===== config.mk =====
export PLATFORM = sky130hd
export DESIGN_NAME = muldiv_sequencer
export DESIGN_NICKNAME = d
export VERILOG_FILES = /design/src/rtl/muldiv_pkg.sv /design/src/rtl/muldiv_iter_core.sv /design/src/rtl/muldiv_sequencer.sv
export SDC_FILE = /design/constraint.sdc
export NUM_CORES = 1
export LEC_CHECK = 0
export CAP_MARGIN = 20
export CORE_AREA = 4 4 210 212
export CTS_BUF_LIST = sky130_fd_sc_hd__clkbuf_4 sky130_fd_sc_hd__clkbuf_8 sky130_fd_sc_hd__clkbuf_16
export DETAILED_ROUTE_END_ITERATION = 12
export DIE_AREA = 0 0 214 216
export GPL_TIMING_DRIVEN = 0
export SYNTH_ARGS = -nofsm -noshare
export SYNTH_HDL_FRONTEND = slang
export SYNTH_HIERARCHICAL = 1
export SYNTH_SLANG_ARGS = --single-unit

===== constraint.sdc =====
create_clock -name clk -period 8.3 [get_ports clk]
set_input_delay 1.66 -clock clk [delete_from_list [all_inputs] [get_ports clk]]
set_output_delay 1.66 -clock clk [all_outputs]
set_load 0.01 [all_outputs]

===== src/rtl/muldiv_pkg.sv =====
// Shared definitions for the HI/LO multiply/divide sequencer.
// Funct codes, FSM encoding and funct-class helpers.
package muldiv_pkg;

  localparam logic [5:0] FN_MFHI  = 6'h10;
  localparam logic [5:0] FN_MTHI  = 6'h11;
  localparam logic [5:0] FN_MFLO  = 6'h12;
  localparam logic [5:0] FN_MTLO  = 6'h13;
  localparam logic [5:0] FN_MULT  = 6'h18;
  localparam logic [5:0] FN_MULTU = 6'h19;
  localparam logic [5:0] FN_DIV   = 6'h1A;
  localparam logic [5:0] FN_DIVU  = 6'h1B;

  typedef enum logic [1:0] {
    IDLE  = 2'd0,
    RUN   = 2'd1,
    FIXUP = 2'd2
  } state_t;

  // 0x10..0x13 and 0x18..0x1B
  function automatic logic is_hilo(input logic [5:0] f);
    return (f[5:2] == 4'b0100) || (f[5:2] == 4'b0110);
  endfunction

  function automatic logic is_md(input logic [5:0] f);
    return f[5:2] == 4'b0110;
  endfunction

endpackage


===== src/rtl/muldiv_iter_core.sv =====
// One combinational iteration of the shared datapath:
// shift-add multiply or restoring-subtract divide.
module muldiv_iter_core #(
  parameter int WIDTH = 32
) (
  input  logic             is_div,
  input  logic [WIDTH-1:0] acc_hi,
  input  logic [WIDTH-1:0] acc_lo,
  input  logic [WIDTH-1:0] opnd,
  output logic [WIDTH-1:0] nxt_hi,
  output logic [WIDTH-1:0] nxt_lo
);

  logic [WIDTH:0]   sum;
  logic [WIDTH:0]   shl;
  logic [WIDTH-1:0] diff;
  logic             ge;

  always_comb begin
    sum  = acc_lo[0] ? ({1'b0, acc_hi} + {1'b0, opnd})
                     : {1'b0, acc_hi};
    // remainder needs one extra bit before the compare
    shl  = {acc_hi, acc_lo[WIDTH-1]};
    ge   = shl >= {1'b0, opnd};
    diff = shl[WIDTH-1:0] - opnd;
    if (is_div) begin
      nxt_hi = ge ? diff : shl[WIDTH-1:0];
      nxt_lo = {acc_lo[WIDTH-2:0], ge};
    end else begin
      nxt_hi = sum[WIDTH:1];
      nxt_lo = {sum[0], acc_lo[WIDTH-1:1]};
    end
  end

endmodule


===== src/rtl/muldiv_sequencer.sv =====
// HI/LO owner and iterative mult/div controller beside the EX ALU.
// Magnitudes are iterated; signs are applied in the FIXUP cycle.
module muldiv_sequencer
  import muldiv_pkg::*;
#(
  parameter int WIDTH = 32,
  parameter int CNT_W = 6
) (
  input  logic             clk,
  input  logic             reset,
  input  logic             op_valid,
  input  logic [5:0]       funct,
  input  logic [WIDTH-1:0] rs_val,
  input  logic [WIDTH-1:0] rt_val,
  input  logic             flush,
  output logic             stall,
  output logic             busy,
  output logic             done,
  output logic [WIDTH-1:0] mf_data
);

  state_t             state;
  logic [CNT_W-1:0]   cnt;
  logic [WIDTH-1:0]   hi;
  logic [WIDTH-1:0]   lo;
  logic [WIDTH-1:0]   acc_hi;
  logic [WIDTH-1:0]   acc_lo;
  logic [WIDTH-1:0]   opnd;
  logic               is_div;
  logic               neg_q;
  logic               neg_r;

  logic [WIDTH-1:0]   nxt_hi;
  logic [WIDTH-1:0]   nxt_lo;
  logic [WIDTH-1:0]   rs_abs;
  logic [WIDTH-1:0]   rt_abs;
  logic [2*WIDTH-1:0] prod;
  logic [2*WIDTH-1:0] prod_neg;
  logic               hilo_op;
  logic               md_op;
  logic               sgn_op;
  logic               div_op;
  logic               sgn_x;

  always_comb begin
    hilo_op  = is_hilo(funct);
    md_op    = is_md(funct);
    sgn_op   = md_op & ~funct[0];
    div_op   = funct[1];
    sgn_x    = sgn_op & (rs_val[WIDTH-1] ^ rt_val[WIDTH-1]);
    rs_abs   = (sgn_op & rs_val[WIDTH-1]) ? -rs_val : rs_val;
    rt_abs   = (sgn_op & rt_val[WIDTH-1]) ? -rt_val : rt_val;
    prod     = {acc_hi, acc_lo};
    prod_neg = -prod;
  end

  assign stall   = op_valid & hilo_op & (state != IDLE);
  assign mf_data = (funct == FN_MFHI) ? hi : lo;

  muldiv_iter_core #(.WIDTH(WIDTH)) u_core (
    .is_div (is_div),
    .acc_hi (acc_hi),
    .acc_lo (acc_lo),
    .opnd   (opnd),
    .nxt_hi (nxt_hi),
    .nxt_lo (nxt_lo)
  );

  always_ff @(posedge clk or posedge reset) begin
    if (reset) begin
      state  <= IDLE;
      cnt    <= '0;
      hi     <= '0;
      lo     <= '0;
      acc_hi <= '0;
      acc_lo <= '0;
      opnd   <= '0;
      is_div <= 1'b0;
      neg_q  <= 1'b0;
      neg_r  <= 1'b0;
      busy   <= 1'b0;
      done   <= 1'b0;
    end else begin
      done <= 1'b0;
      if (flush) begin
        state <= IDLE;
        cnt   <= '0;
        busy  <= 1'b0;
      end else begin
        unique case (state)
          IDLE: begin
            if (op_valid) begin
              unique case (1'b1)
                (funct == FN_MTHI): hi <= rs_val;
                (funct == FN_MTLO): lo <= rs_val;
                md_op: begin
                  is_div <= div_op;
                  cnt    <= '0;
                  busy   <= 1'b1;
                  if (div_op && rt_val == '0) begin
                    // divide by zero bypasses iteration
                    acc_hi <= rs_val;
                    acc_lo <= '1;
                    neg_q  <= 1'b0;
                    neg_r  <= 1'b0;
                    state  <= FIXUP;
                  end else if (div_op) begin
                    acc_hi <= '0;
                    acc_lo <= rs_abs;
                    opnd   <= rt_abs;
                    neg_q  <= sgn_x;
                    neg_r  <= sgn_op & rs_val[WIDTH-1];
                    state  <= RUN;
                  end else begin
                    acc_hi <= '0;
                    acc_lo <= rt_abs;
                    opnd   <= rs_abs;
                    neg_q  <= sgn_x;
                    neg_r  <= 1'b0;
                    state  <= RUN;
                  end
                end
                default: ;
              endcase
            end
          end
          RUN: begin
            acc_hi <= nxt_hi;
            acc_lo <= nxt_lo;
            cnt    <= cnt + 1'b1;
            if (cnt == CNT_W'(WIDTH - 1)) state <= FIXUP;
          end
          FIXUP: begin
            if (is_div) begin
              hi <= neg_r ? -acc_hi : acc_hi;
              lo <= neg_q ? -acc_lo : acc_lo;
            end else if (neg_q) begin
              {hi, lo} <= prod_neg;
            end else begin
              {hi, lo} <= prod;
            end
            done  <= 1'b1;
            busy  <= 1'b0;
            cnt   <= '0;
            state <= IDLE;
          end
          default: begin
            state <= IDLE;
            busy  <= 1'b0;
          end
        endcase
      end
    end
  end

endmodule

# Word-level counts from Yosys, hierarchy flattened
# Index checks and enable logic that the tools add are counted.
[word_totals]
reg_bits = 173
inputBits = 74
elab_cells = 111
[op_classes]
add_sub_neg = 8
n_lt_le_gt_ge = 1
n_eq_ne = 16
mux = 48
n_bitwise = 10
n_reduce_logical = 16
[ops]
columns = ["operator", "n"]
rows = [
  ["2-to-1 mux 32 bit", 24],
  ["case mux 32 bit (2 select lines)", 4],
  ["negator 32 bit", 4],
  ["negator 64 bit", 1],
  ["adder 32 x 32 -> 33 bit", 1],
  [">= comparator 33 x 32 -> 1 bit", 1],
  ["2-to-1 mux 33 bit", 1],
  ["logical NOT 32 bit", 1],
  ["subtractor 32 bit", 1],
  ["== test 6 x 5 -> 1 bit (second input constant)", 4],
  ["2-to-1 mux 6 bit", 3],
  ["case mux 6 bit (3 select lines)", 1],
  ["AND reduction 4 bit", 4],
  ["2-to-1 mux 2 bit", 5],
  ["!= test 2 bit (second input constant)", 5],
  ["!= test 3 bit (second input constant)", 3],
  ["AND reduction 3 bit", 3],
  ["== test 4 x 3 -> 1 bit (second input constant)", 2],
  ["2-to-1 mux 1 bit", 8],
  ["adder 6 x 1 -> 6 bit (second input constant)", 1],
  ["AND 1 bit", 6],
  ["nonzero test 2 bit", 3],
  ["AND reduction 5 bit", 1],
  ["case mux 2 bit (2 select lines)", 1],
  ["other kinds (9)", 11],
]

# Logic depth before layout (Yosys ltp)
# Gate-level depths: netlist of the first run.
[logic_depth]
ltp_word = 9
depth_mapped = 16
depth_no_buf = 15

# Cells and area by module
# Netlist of the first run, hierarchy kept.
[modules_own_cells]
columns = ["mod", "instances", "cells_per_inst", "area_per_inst_um2"]
rows = [
  ["muldiv_sequencer", 1, 1460, 11876.4],
  ["muldiv_iter_core", 1, 720, 4923.5],
]

# Worst setup path before layout of the first run
# Ideal clock, no wire load.
[synth_path]
kind = "input port to output port"
start = "input funct[2]"
end = "output mf_data[10]"
arrival_time_ns = 3.381
t_required_ns = 6.640
slack_ns = 3.259
stages = 4
n_path_buf = 1
cell_sequence = "or3b_2 nor4_1 clkbuf_1 mux2_2"
[synth_via]
elab_chain_len = 2
[synth_lines]
columns = ["item", "line_no", "source"]
rows = [
  ["start: declaration", "muldiv_sequencer.sv:12", "input logic [5:0] funct,"],
  ["== test 6 x 5 -> 1 bit", "muldiv_sequencer.sv:58", "assign mf_data = (funct == FN_MFHI) ? hi : lo;"],
  ["2-to-1 mux 32 bit", "muldiv_sequencer.sv:58", ""],
  ["end: declaration", "muldiv_sequencer.sv:19", "output logic [WIDTH-1:0] mf_data"],
]
# Every way passes these cells.

# Final worst setup path of the first run
[layout_path]
start = "input funct[4]"
end = "output mf_data[11]"
# The elaborated chain is that of the path after synthesis.

==> impl_metrics.env, run 1 <==
export IMPL_swShare_pct=49.0
export IMPL_regArea_um2=4330
export IMPL_pwr_share_comb_pct=54.2
export IMPL_required_ns=6.64
export IMPL_antenna_found_initial=1
export IMPL_p_seq_share_pct=28.7
export IMPL_fillers=4313
export IMPL_fin_nets=2450
export IMPL_ys_ff_latch=173
export IMPL_end_kind="output pin"
export IMPL_ys_warn_count=6
export IMPL_cts_setup_buffers=0
export IMPL_cts_num_sinks=173
export IMPL_layout_drive_gt1_share_pct=7.16
export IMPL_first_pass_iters=6
export IMPL_slew_headroom_pct=23.0
export IMPL_ff2ff_path_depth=6
export IMPL_start_util_pct=40.1
export IMPL_r2r_end="opnd[19]"
export IMPL_path_max_fanout=10
export IMPL_cap_viol_max_count=0
export IMPL_muxShareOfSynthArea_pct=7.75
export IMPL_hp_start="lo[4]"
export IMPL_io_buffers=101
export IMPL_htreeDepth=4
export IMPL_fin_crit_sh_pct=78.1
export IMPL_cts_root_buf="clkbuf_16"
export IMPL_cts_clk_slew_worst_paths_ns=0.07
export IMPL_synth_top_area_share_pct=25.8
export IMPL_synth_top_area_cell="dfrtp_1"
export IMPL_hold_viol=0
export IMPL_whs_path_depth=2
export IMPL_fin_ws_ns=1.82
export IMPL_grt_overflow_total=0
export IMPL_syn_avg_cell_area_um2=7.71
export IMPL_hold_end="lo[4]"
export IMPL_clockPowerShare_pct=17.1
export IMPL_drcViolationCount=0
export IMPL_ys_seq_area_share_pct=25.8
export IMPL_start_kind="input port"
export IMPL_synth_xor_area_share_pct=8.65
export IMPL_vias=18400
export IMPL_finalMaxSlewViolations=0
export IMPL_p_per_area_nw_per_um2=253
export IMPL_rsz0062_at_grt="no"
export IMPL_cts_resized=0
export IMPL_fmax_ghz=0.154
export IMPL_multi_input_area_um2=11700
export IMPL_drt_iter0_drc=2292
export IMPL_clk_path_buf_depth=2
export IMPL_cts_tree="done"
export IMPL_synth_area_leaders="dfrtp_1 (26%), xnor2_1 (5.3%), nor2_1 (5.2%), o21ai_0 (5.2%), nand2_1 (5.2%)"
export IMPL_die_w_um=214
export IMPL_top_layer="met4"
export IMPL_cts_hold_buf=0
export IMPL_grt_total_usage_pct=32.8
export IMPL_holdCritPathClass="register to register"
export IMPL_timing_critical_path_cells="clkdlybuf4s50_1 > or3b_2 > nor4_2 > buf_4 > clkbuf_1 > mux2_2 > clkdlybuf4s50_1"
export IMPL_p_int_mw=2.47
export IMPL_clk_latency_ns=0.49
export IMPL_p_switching_mw=2.37
export IMPL_critPathArrivalTime_ns=4.82
export IMPL_synth_edff_count=0
export IMPL_rows=75
export IMPL_syn_area_um2=16800
export IMPL_ios=109
export IMPL_synth_top_family_by_area="compound AO/OA/AOI/OAI gates"
export IMPL_met2_length_um=32800
export IMPL_synthCells=2180
export IMPL_outcome="finished clean"
export IMPL_via_per_inst=6.43
export IMPL_grt_pass1_wl_um=115000
export IMPL_synthFlopType="dfrtp_1"
export IMPL_peakVddDrop_v=0.000143
export IMPL_syn_to_final_growth_pct=13.9
export IMPL_leakage_nw=7.67
export IMPL_route_antenna_remaining_nets=0
export IMPL_gp_congestion=1.01
export IMPL_async_reset_ff_share_pct=100
export IMPL_tns_ns=0
export IMPL_yosys_area_share_simple_pct=22.1
export IMPL_place_ws_ns=1.85
export IMPL_dieHeight_um=216
export IMPL_worstMarginPinSlew_ns=1.15
export IMPL_grt_pass1_vias=17400
export IMPL_syn_nets=2325
export IMPL_synth_adder_area_share_pct=5.38
export IMPL_crit_top_cell="clkdlybuf4s50_1"
export IMPL_r2r_start="state[0]"
export IMPL_yosys_cell_types_count=89
export IMPL_reg2reg_slack_ns=4.16
export IMPL_wl_met1_um=34300
export IMPL_synth_compound_area_share_pct=25.5
export IMPL_power_mw=4.84
export IMPL_criticalPathCategory="input port to output pin"
export IMPL_fin_crit_ns=6.48
export IMPL_cp_slowest_stage_delay_ns=0.58
export IMPL_grt_max_degree=103
export IMPL_cp_slowest_cell="clkbuf_1"
export IMPL_routed_wl_met3_um=6530
export IMPL_dp_final_hpwl_um=62700
export IMPL_avgRoutedWirePerCell_um=27.3
export IMPL_die_area_um2=46200
export IMPL_antenna_cells=0
export IMPL_setup_viol=0
export IMPL_numCtsBuffers=17
export IMPL_wirelength_um=78000
export IMPL_fin_skew_ns=0.0160
export IMPL_placeableCoreArea_um2=41900
## cell families after synthesis
family | after synthesis
compound gates | 667
xor+xnor | 166
fa+ha+maj | 71
buf+inv | 201
flops | 173
mux | 121
simple gates | 781
## stage by stage
stage | utilization [%] | instances | cell area (um2) | hold WS [ns]
6_report | 45.6 | 2857 | 19100 | 0.480
5_1_grt | 45.6 | 2857 | 19100 | 0.498
4_1_cts | 45.6 | 2857 | 19100 | 0.482
3_5_place_dp | 44.3 | 2825 | 18600 | 0.467
3_3_place_gp | 44.1 | 2820 | 18500 | 0.459
2_1_floorplan | - | 2180 | 16800 | 0.443
## worst max-delay path, delay by kind of cell
family | cells | cell delay (ns)
buffers and inverters | 4 | 1.85
and+or+nand+nor | 2 | 0.88
muxes | 1 | 0.43
## layer usage
layer | track usage [%] | up-vias
met5 | 0 | -
met4 | 16.8 | 0
met3 | 4.67 | 168
met2 | 48.6 | 999
met1 | 46.6 | 8928
li1 | - | 8271
## layout by cell type (no fill, tap or decap), types with 8 or more instances in the layout
cell type        Yosys  routed
nor2_1             234     234
nand2_1            231     231
o21ai_0            175     175
dfrtp_1            173     173
a21oi_1            170     170
clkbuf_1           105     105
xnor2_1            101     101
clkdlybuf4s50_1      0     101
mux2_2              72      72
ha_1                69      69
inv_1               66      65
xor2_1              65      65
nor3_1              54      54
mux2i_1             49      49
a221oi_1            46      46
nand3_1             43      43
or3_1               40      40
o31ai_1             37      37
a21o_1              37      37
nor4_1              36      34
a31oi_1             24      24
nor2b_1             23      23
o22ai_1             23      23
a211oi_1            23      23
nand2b_1            20      20
nand4_1             19      19
and3_1              18      18
o211ai_1            17      17
clkbuf_16            0      17
or4_1               16      16
o41ai_1             13      13
buf_2               11      12
o21a_1              12      12
o221ai_1            12      12
o21ai_1              8       8
and2_1               8       8
o21bai_1             8       8
## how the worst max path moves through the flow
stage | slack [ns] | endpoint | start | cells after the start
global placement | -0.67 | acc_hi[27] | reset | 2
global route | 1.72 | mf_data[11] | funct[4] | 7
CTS | 1.83 | mf_data[11] | funct[4] | 7
finish | 1.82 | mf_data[11] | funct[4] | 7
floorplan | 1.95 | acc_hi[0] | reset | 1
detailed placement | 1.85 | mf_data[11] | funct[4] | 7
## cell type report
type                    instances  share of cell area (%)
plain buffers                 132                    2.94
clock buffers                  20                    2.37
clock inverters                12                   0.654
inverters                      69                    1.39
multi-input cells            1806                    60.9
flip-flops and latches        173                    22.6
well taps                     539                    3.52
repair buffers                106                    5.59
## registers in the layout (all words and copies together), names as in the netlist, 2 cells and up
| register | cells |
|---|---|
| acc_hi | 32 |
| acc_lo | 32 |
| hi | 32 |
| lo | 32 |
| opnd | 32 |
| cnt | 6 |
| state | 2 |
## synth_stat cells, drive strengths merged, types with 10 or more instances
cell type / count
nor2: 234
nand2: 231
o21ai: 183
a21oi: 175
dfrtp: 173
clkbuf: 106
xnor2: 101
mux2: 72
ha: 69
inv: 66
xor2: 65
nor3: 56
mux2i: 49
a221oi: 47
nand3: 43
or3: 41
nor4: 38
a21o: 37
o31ai: 37
a31oi: 26
buf: 26
a211oi: 23
nor2b: 23
o22ai: 23
nand2b: 20
nand4: 20
or4: 19
and3: 18
o211ai: 17
o41ai: 15
o21a: 12
o221ai: 12
or2: 10
## power by group through the flow
stage	logic, mW	clock network (mW)	registers, mW
after floorplan	1.85	0	1.19
after CTS	2.57	0.837	1.37
after global routing	2.85	0.873	1.40
after detailed placement	2.55	0	1.39
after global placement	2.53	0	1.38
final	2.62	0.829	1.39
Note: power is estimated with default switching activity, not from simulation.
==> run 2: changes to the inputs <==
- clock period: 8.3 -> 5.65 ns (I/O delays scaled with it)
==> run 2 against run 1 <==
- register-to-register slack worse by 2.6 ns
- die area unchanged
- total power up 46%
- first-iteration DRC count down 14%
- sequential share of layout area decreased by 0.081 points
- global-route usage decreased by 0.52 points
- largest power group unchanged
==> impl_metrics.env, run 2 (synthesis results as in run 1) <==
export IMPL_fin_crit_sh_pct=93.7
export IMPL_grt_pass1_wl_um=114000
export IMPL_power_mw=7.08
export IMPL_design_area_um2=19200
export IMPL_grt_total_usage_pct=32.3
export IMPL_rows=75
export IMPL_cts_hold_buf=0
export IMPL_cts_tree="done"
export IMPL_worstMarginPinSlew_ns=1.14
export IMPL_drt_iter0_drc=1979
export IMPL_clk_path_buf_depth=2
export IMPL_layout_drive_gt1_share_pct=7.32
export IMPL_start_kind="input port"
export IMPL_hold_slack_ns=0.477
export IMPL_placeableCoreArea_um2=41900
export IMPL_grt_pass1_vias=17300
export IMPL_dieHeight_um=216
export IMPL_hp_start="lo[22]"
export IMPL_cts_resized=0
export IMPL_clk_latency_ns=0.47
export IMPL_end_kind="output pin"
export IMPL_rsz0062_at_grt="no"
export IMPL_final_cell_mix="nor2_1 (234), nand2_1 (231), o21ai_0 (175), dfrtp_1 (173), a21oi_1 (170)"
export IMPL_die_w_um=214
export IMPL_gp_congestion=1.03
export IMPL_fin_skew_ns=0.0172
export IMPL_startpoint="funct[4]"
export IMPL_avgRoutedWirePerCell_um=26.8
export IMPL_path_max_fanout=10
export IMPL_critPathArrivalTime_ns=4.17
export IMPL_fin_nets=2454
export IMPL_htreeDepth=4
export IMPL_r2r_start="acc_hi[0]"
export IMPL_via_per_inst=6.39
export IMPL_leakage_nw=7.69
export IMPL_holdCritPathClass="register to register"
export IMPL_die_area_um2=46200
export IMPL_io_buffers=101
export IMPL_peakVddDrop_v=0.000185
export IMPL_ios=109
export IMPL_setup_viol=0
export IMPL_outcome="finished clean"
export IMPL_fin_cells=2863
export IMPL_fmax_ghz=0.189
export IMPL_fin_util_pct=45.8
export IMPL_fin_crit_ns=5.30
export IMPL_p_per_area_nw_per_um2=369
export IMPL_placed_cells=2827
export IMPL_placed_area_um2=18600
export IMPL_tns_ns=0
export IMPL_place_ws_ns=0.364
export IMPL_start_util_pct=40.1
export IMPL_route_antenna_remaining_nets=0
export IMPL_grt_overflow_total=0
export IMPL_cts_clk_slew_worst_paths_ns=0.07
export IMPL_drcViolationCount=0
export IMPL_cts_root_buf="clkbuf_16"
export IMPL_hold_viol=0
export IMPL_first_pass_iters=8
export IMPL_finalMaxSlewViolations=0
export IMPL_crit_top_cell="clkdlybuf4s50_1"
export IMPL_slew_headroom_pct=23.9
export IMPL_timing_critical_path_cells="clkdlybuf4s50_1 > or3b_2 > nor4_2 > buf_6 > clkbuf_1 > mux2_2 > clkdlybuf4s50_1"
export IMPL_grt_max_degree=41
export IMPL_fin_ws_ns=0.353
export IMPL_cp_slowest_cell="clkbuf_1"
export IMPL_required_ns=4.52
export IMPL_cts_num_sinks=173
export IMPL_numCtsBuffers=17
export IMPL_syn_to_final_growth_pct=14.4
export IMPL_criticalPathCategory="input port to output pin"
export IMPL_wirelength_um=76900
export IMPL_final_common_cell="nor2_1"
export IMPL_cap_viol_max_count=0
export IMPL_antenna_found_initial=1
export IMPL_cp_slowest_stage_delay_ns=0.53
export IMPL_cts_setup_buffers=0
export IMPL_dp_final_hpwl_um=62300
export IMPL_vias=18300
run 2: path summary, 6_finish.rpt:
path	end	slack (ns)	cells after the start
hold / removal	lo[22]	0.48	2
max in group asynchronous	acc_hi[25]	3.65	4
setup / recovery	mf_data[14]	0.35	7
setup reg to reg	acc_hi[31]	1.59	13
hold reg to reg	lo[22]	0.48	2
min in group asynchronous	acc_lo[25]	1.09	2
run 2: power by group:
group	switching, mW	total [mW]	internal (mW)
combinational	2.32	3.85	1.53
sequential	0.561	2.02	1.46
clock	0.556	1.21	0.652
run 2: routing by layer:
layer  global-route usage [%]  share of wire, %  vias up
met5                        0                 0        -
met4                     12.4               3.9        0
met3                     5.68               9.0      122
met2                     49.3                43      943
met1                     45.7                44     8972
li1                         -                 -     8265
run 2: critical path, delay by kind of cell:
family	cells	cell delay, ns
AND/OR/NAND/NOR	2	0.85
buffers and inverters	4	1.75
multiplexers	1	0.41
run 2: final cells by class:
| type | instances | area [um2] |
|---|---|---|
| tap | 539 | 674 |
| antenna | 2 | 5.00 |
| timing repair buffer | 110 | 1140 |
| sequential | 173 | 4330 |
| clock buffer | 22 | 475 |
| buffer | 132 | 563 |
| fill | 4307 | 22700 |
| inverter | 69 | 263 |
| multi-input combinational | 1806 | 11700 |
| clock inverter | 10 | 105 |
==> run 3: changes to the inputs <==
- CORE_AREA: 4 4 210 212 -> 4 4 270 166
- DIE_AREA: 0 0 214 216 -> 0 0 274 170
- SLEW_MARGIN: unset -> 20
==> run 3 against run 2 <==
- clock power is 21% higher
- clock skew down 0.0020 ns
- first-iteration DRC count grew 41%
- sequential power about the same
- sequential share of layout area decreased by 0.19 points
- die area grew 0.77%
- via count grew 2.8%
- worst setup slack worse by 0.11 ns
- count of clock-buffer cells in the layout down 5
- global-route usage is 3.3 points higher
- largest power group unchanged
==> impl_metrics.env, run 3 (synthesis results as in run 1) <==
export IMPL_grt_total_usage_pct=35.6
export IMPL_cts_tree="done"
export IMPL_gp_congestion=1.03
export IMPL_clk_path_buf_depth=2
export IMPL_finalMaxSlewViolations=0
export IMPL_layout_drive_gt1_share_pct=7.37
export IMPL_placeableCoreArea_um2=42600
export IMPL_holdCritPathClass="register to register"
export IMPL_io_buffers=101
export IMPL_setup_viol=0
export IMPL_dieHeight_um=170
export IMPL_design_area_um2=19400
export IMPL_critPathArrivalTime_ns=4.28
export IMPL_syn_to_final_growth_pct=15.3
export IMPL_drcViolationCount=0
export IMPL_end_kind="output pin"
export IMPL_grt_pass1_vias=16900
export IMPL_start_kind="input port"
export IMPL_rows=59
export IMPL_htreeDepth=4
export IMPL_placed_area_um2=18700
export IMPL_fillers=4369
export IMPL_hold_viol=0
export IMPL_cts_num_sinks=173
export IMPL_rsz0062_at_grt="no"
export IMPL_critPathTopFamily="buffers and inverters"
export IMPL_grt_max_degree=34
export IMPL_route_antenna_remaining_nets=0
export IMPL_fin_crit_ns=5.41
export IMPL_grt_pass1_wl_um=121000
export IMPL_path_max_fanout=10
export IMPL_first_pass_iters=6
export IMPL_vias=18800
export IMPL_grt_overflow_total=0
export IMPL_fin_skew_ns=0.0152
export IMPL_numCtsBuffers=17
export IMPL_required_ns=4.52
export IMPL_cp_slowest_cell="nor4_4"
export IMPL_cap_viol_max_count=0
export IMPL_wirelength_um=85300
export IMPL_criticalPathCategory="input port to output pin"
export IMPL_fin_ws_ns=0.239
export IMPL_cts_setup_buffers=0
export IMPL_antenna_found_initial=2
export IMPL_start_util_pct=39.4
export IMPL_final_cell_mix="nor2_1 (233), nand2_1 (231), o21ai_0 (175), dfrtp_1 (173), a21oi_1 (170)"
export IMPL_drt_iter0_drc=2781
export IMPL_die_w_um=274
export IMPL_outcome="finished clean"
export IMPL_dp_final_hpwl_um=69900
export IMPL_fmax_ghz=0.185
export IMPL_final_common_cell="nor2_1"
export IMPL_crit_buf_inv=5
export IMPL_fin_crit_sh_pct=95.8
export IMPL_clk_latency_ns=0.46
export IMPL_via_per_inst=6.49
export IMPL_cts_root_buf="clkbuf_16"
export IMPL_fin_nets=2452
export IMPL_worstMarginPinSlew_ns=1.34
export IMPL_cp_slowest_stage_delay_ns=0.62
export IMPL_avgRoutedWirePerCell_um=29.4
export IMPL_timing_critical_path_cells="clkdlybuf4s50_1 > clkbuf_1 > nor4_4 > buf_4 > clkbuf_1 > mux2_2 > clkdlybuf4s50_1"
export IMPL_place_ws_ns=0.0465
export IMPL_p_per_area_nw_per_um2=389
export IMPL_die_area_um2=46600
export IMPL_leakage_nw=7.73
export IMPL_ios=109
export IMPL_slew_headroom_pct=9.36
export IMPL_peakVddDrop_v=0.000160
export IMPL_cts_clk_slew_worst_paths_ns=0.07
export IMPL_reg2reg_slack_ns=0.99
run 3: metrics by stage:
step / total power, mW / hold slack, ns / cells / util [%] / setup TNS, ns
6_report: 7.54 / 0.480 / 2899 / 45.5 / 0
5_1_grt: 7.90 / 0.517 / 2898 / 45.5 / 0
4_1_cts: 7.36 / 0.484 / 2898 / 45.4 / 0
3_5_place_dp: 5.89 / 0.467 / 2867 / 43.9 / 0
3_3_place_gp: 5.86 / 0.461 / 2860 / 43.5 / -35.33
2_1_floorplan: 4.48 / 0.443 / 2180 / - / 0
run 3: repair_timing:
action                     4_1_cts  5_1_grt
setup endpoints to repair        0        4
gates resized for setup          0        1
hold buffers                     0        0
run 3: power by group:
group / switching (mW) / leakage, nW / internal (mW) / total (mW)
sequential: 0.594 / 2.21 / 1.46 / 2.05
combinational: 2.49 / 5.18 / 1.54 / 4.03
clock: 0.614 / 0.334 / 0.843 / 1.46
run 3: worst paths after layout:
check | startpoint | end | cells past startpoint
max | funct[1] | mf_data[29] | 7
min | lo[26] | lo[26] | 2
max reg2reg | acc_hi[8] | acc_hi[0] | 15
min reg2reg | lo[26] | lo[26] | 2
max in group asynchronous | reset | acc_lo[23] | 4
min in group asynchronous | reset | cnt[4] | 2
run 3: worst min-delay path, cell delays in order, from the launching register on:
cell	delay, ns
dfrtp_1	0.34
nand2_1	0.04
o21ai_0	0.06
run 3: metal layers:
metal,GRT usage [%],routed length (um),vias to the layer above
li1,-,-,8254
met3,15.0,12600,85
met5,0,8,-
met2,44.0,30600,1220
met1,56.5,40800,9251
met4,5.30,1240,2
run 3: layout make-up:
cell class | instances | area [um2] | share of cell area [%]
Sequential cell | 173 | 4330 | 22.3
Antenna cell | 1 | 2.50 | 0.0129
Timing Repair Buffer | 108 | 1130 | 5.81
Multi-Input combinational cell | 1806 | 11700 | 60.3
Clock inverter | 14 | 254 | 1.31
Clock buffer | 17 | 425 | 2.20
Tap cell | 579 | 724 | 3.74
Inverter | 69 | 263 | 1.36
Buffer | 132 | 563 | 2.91
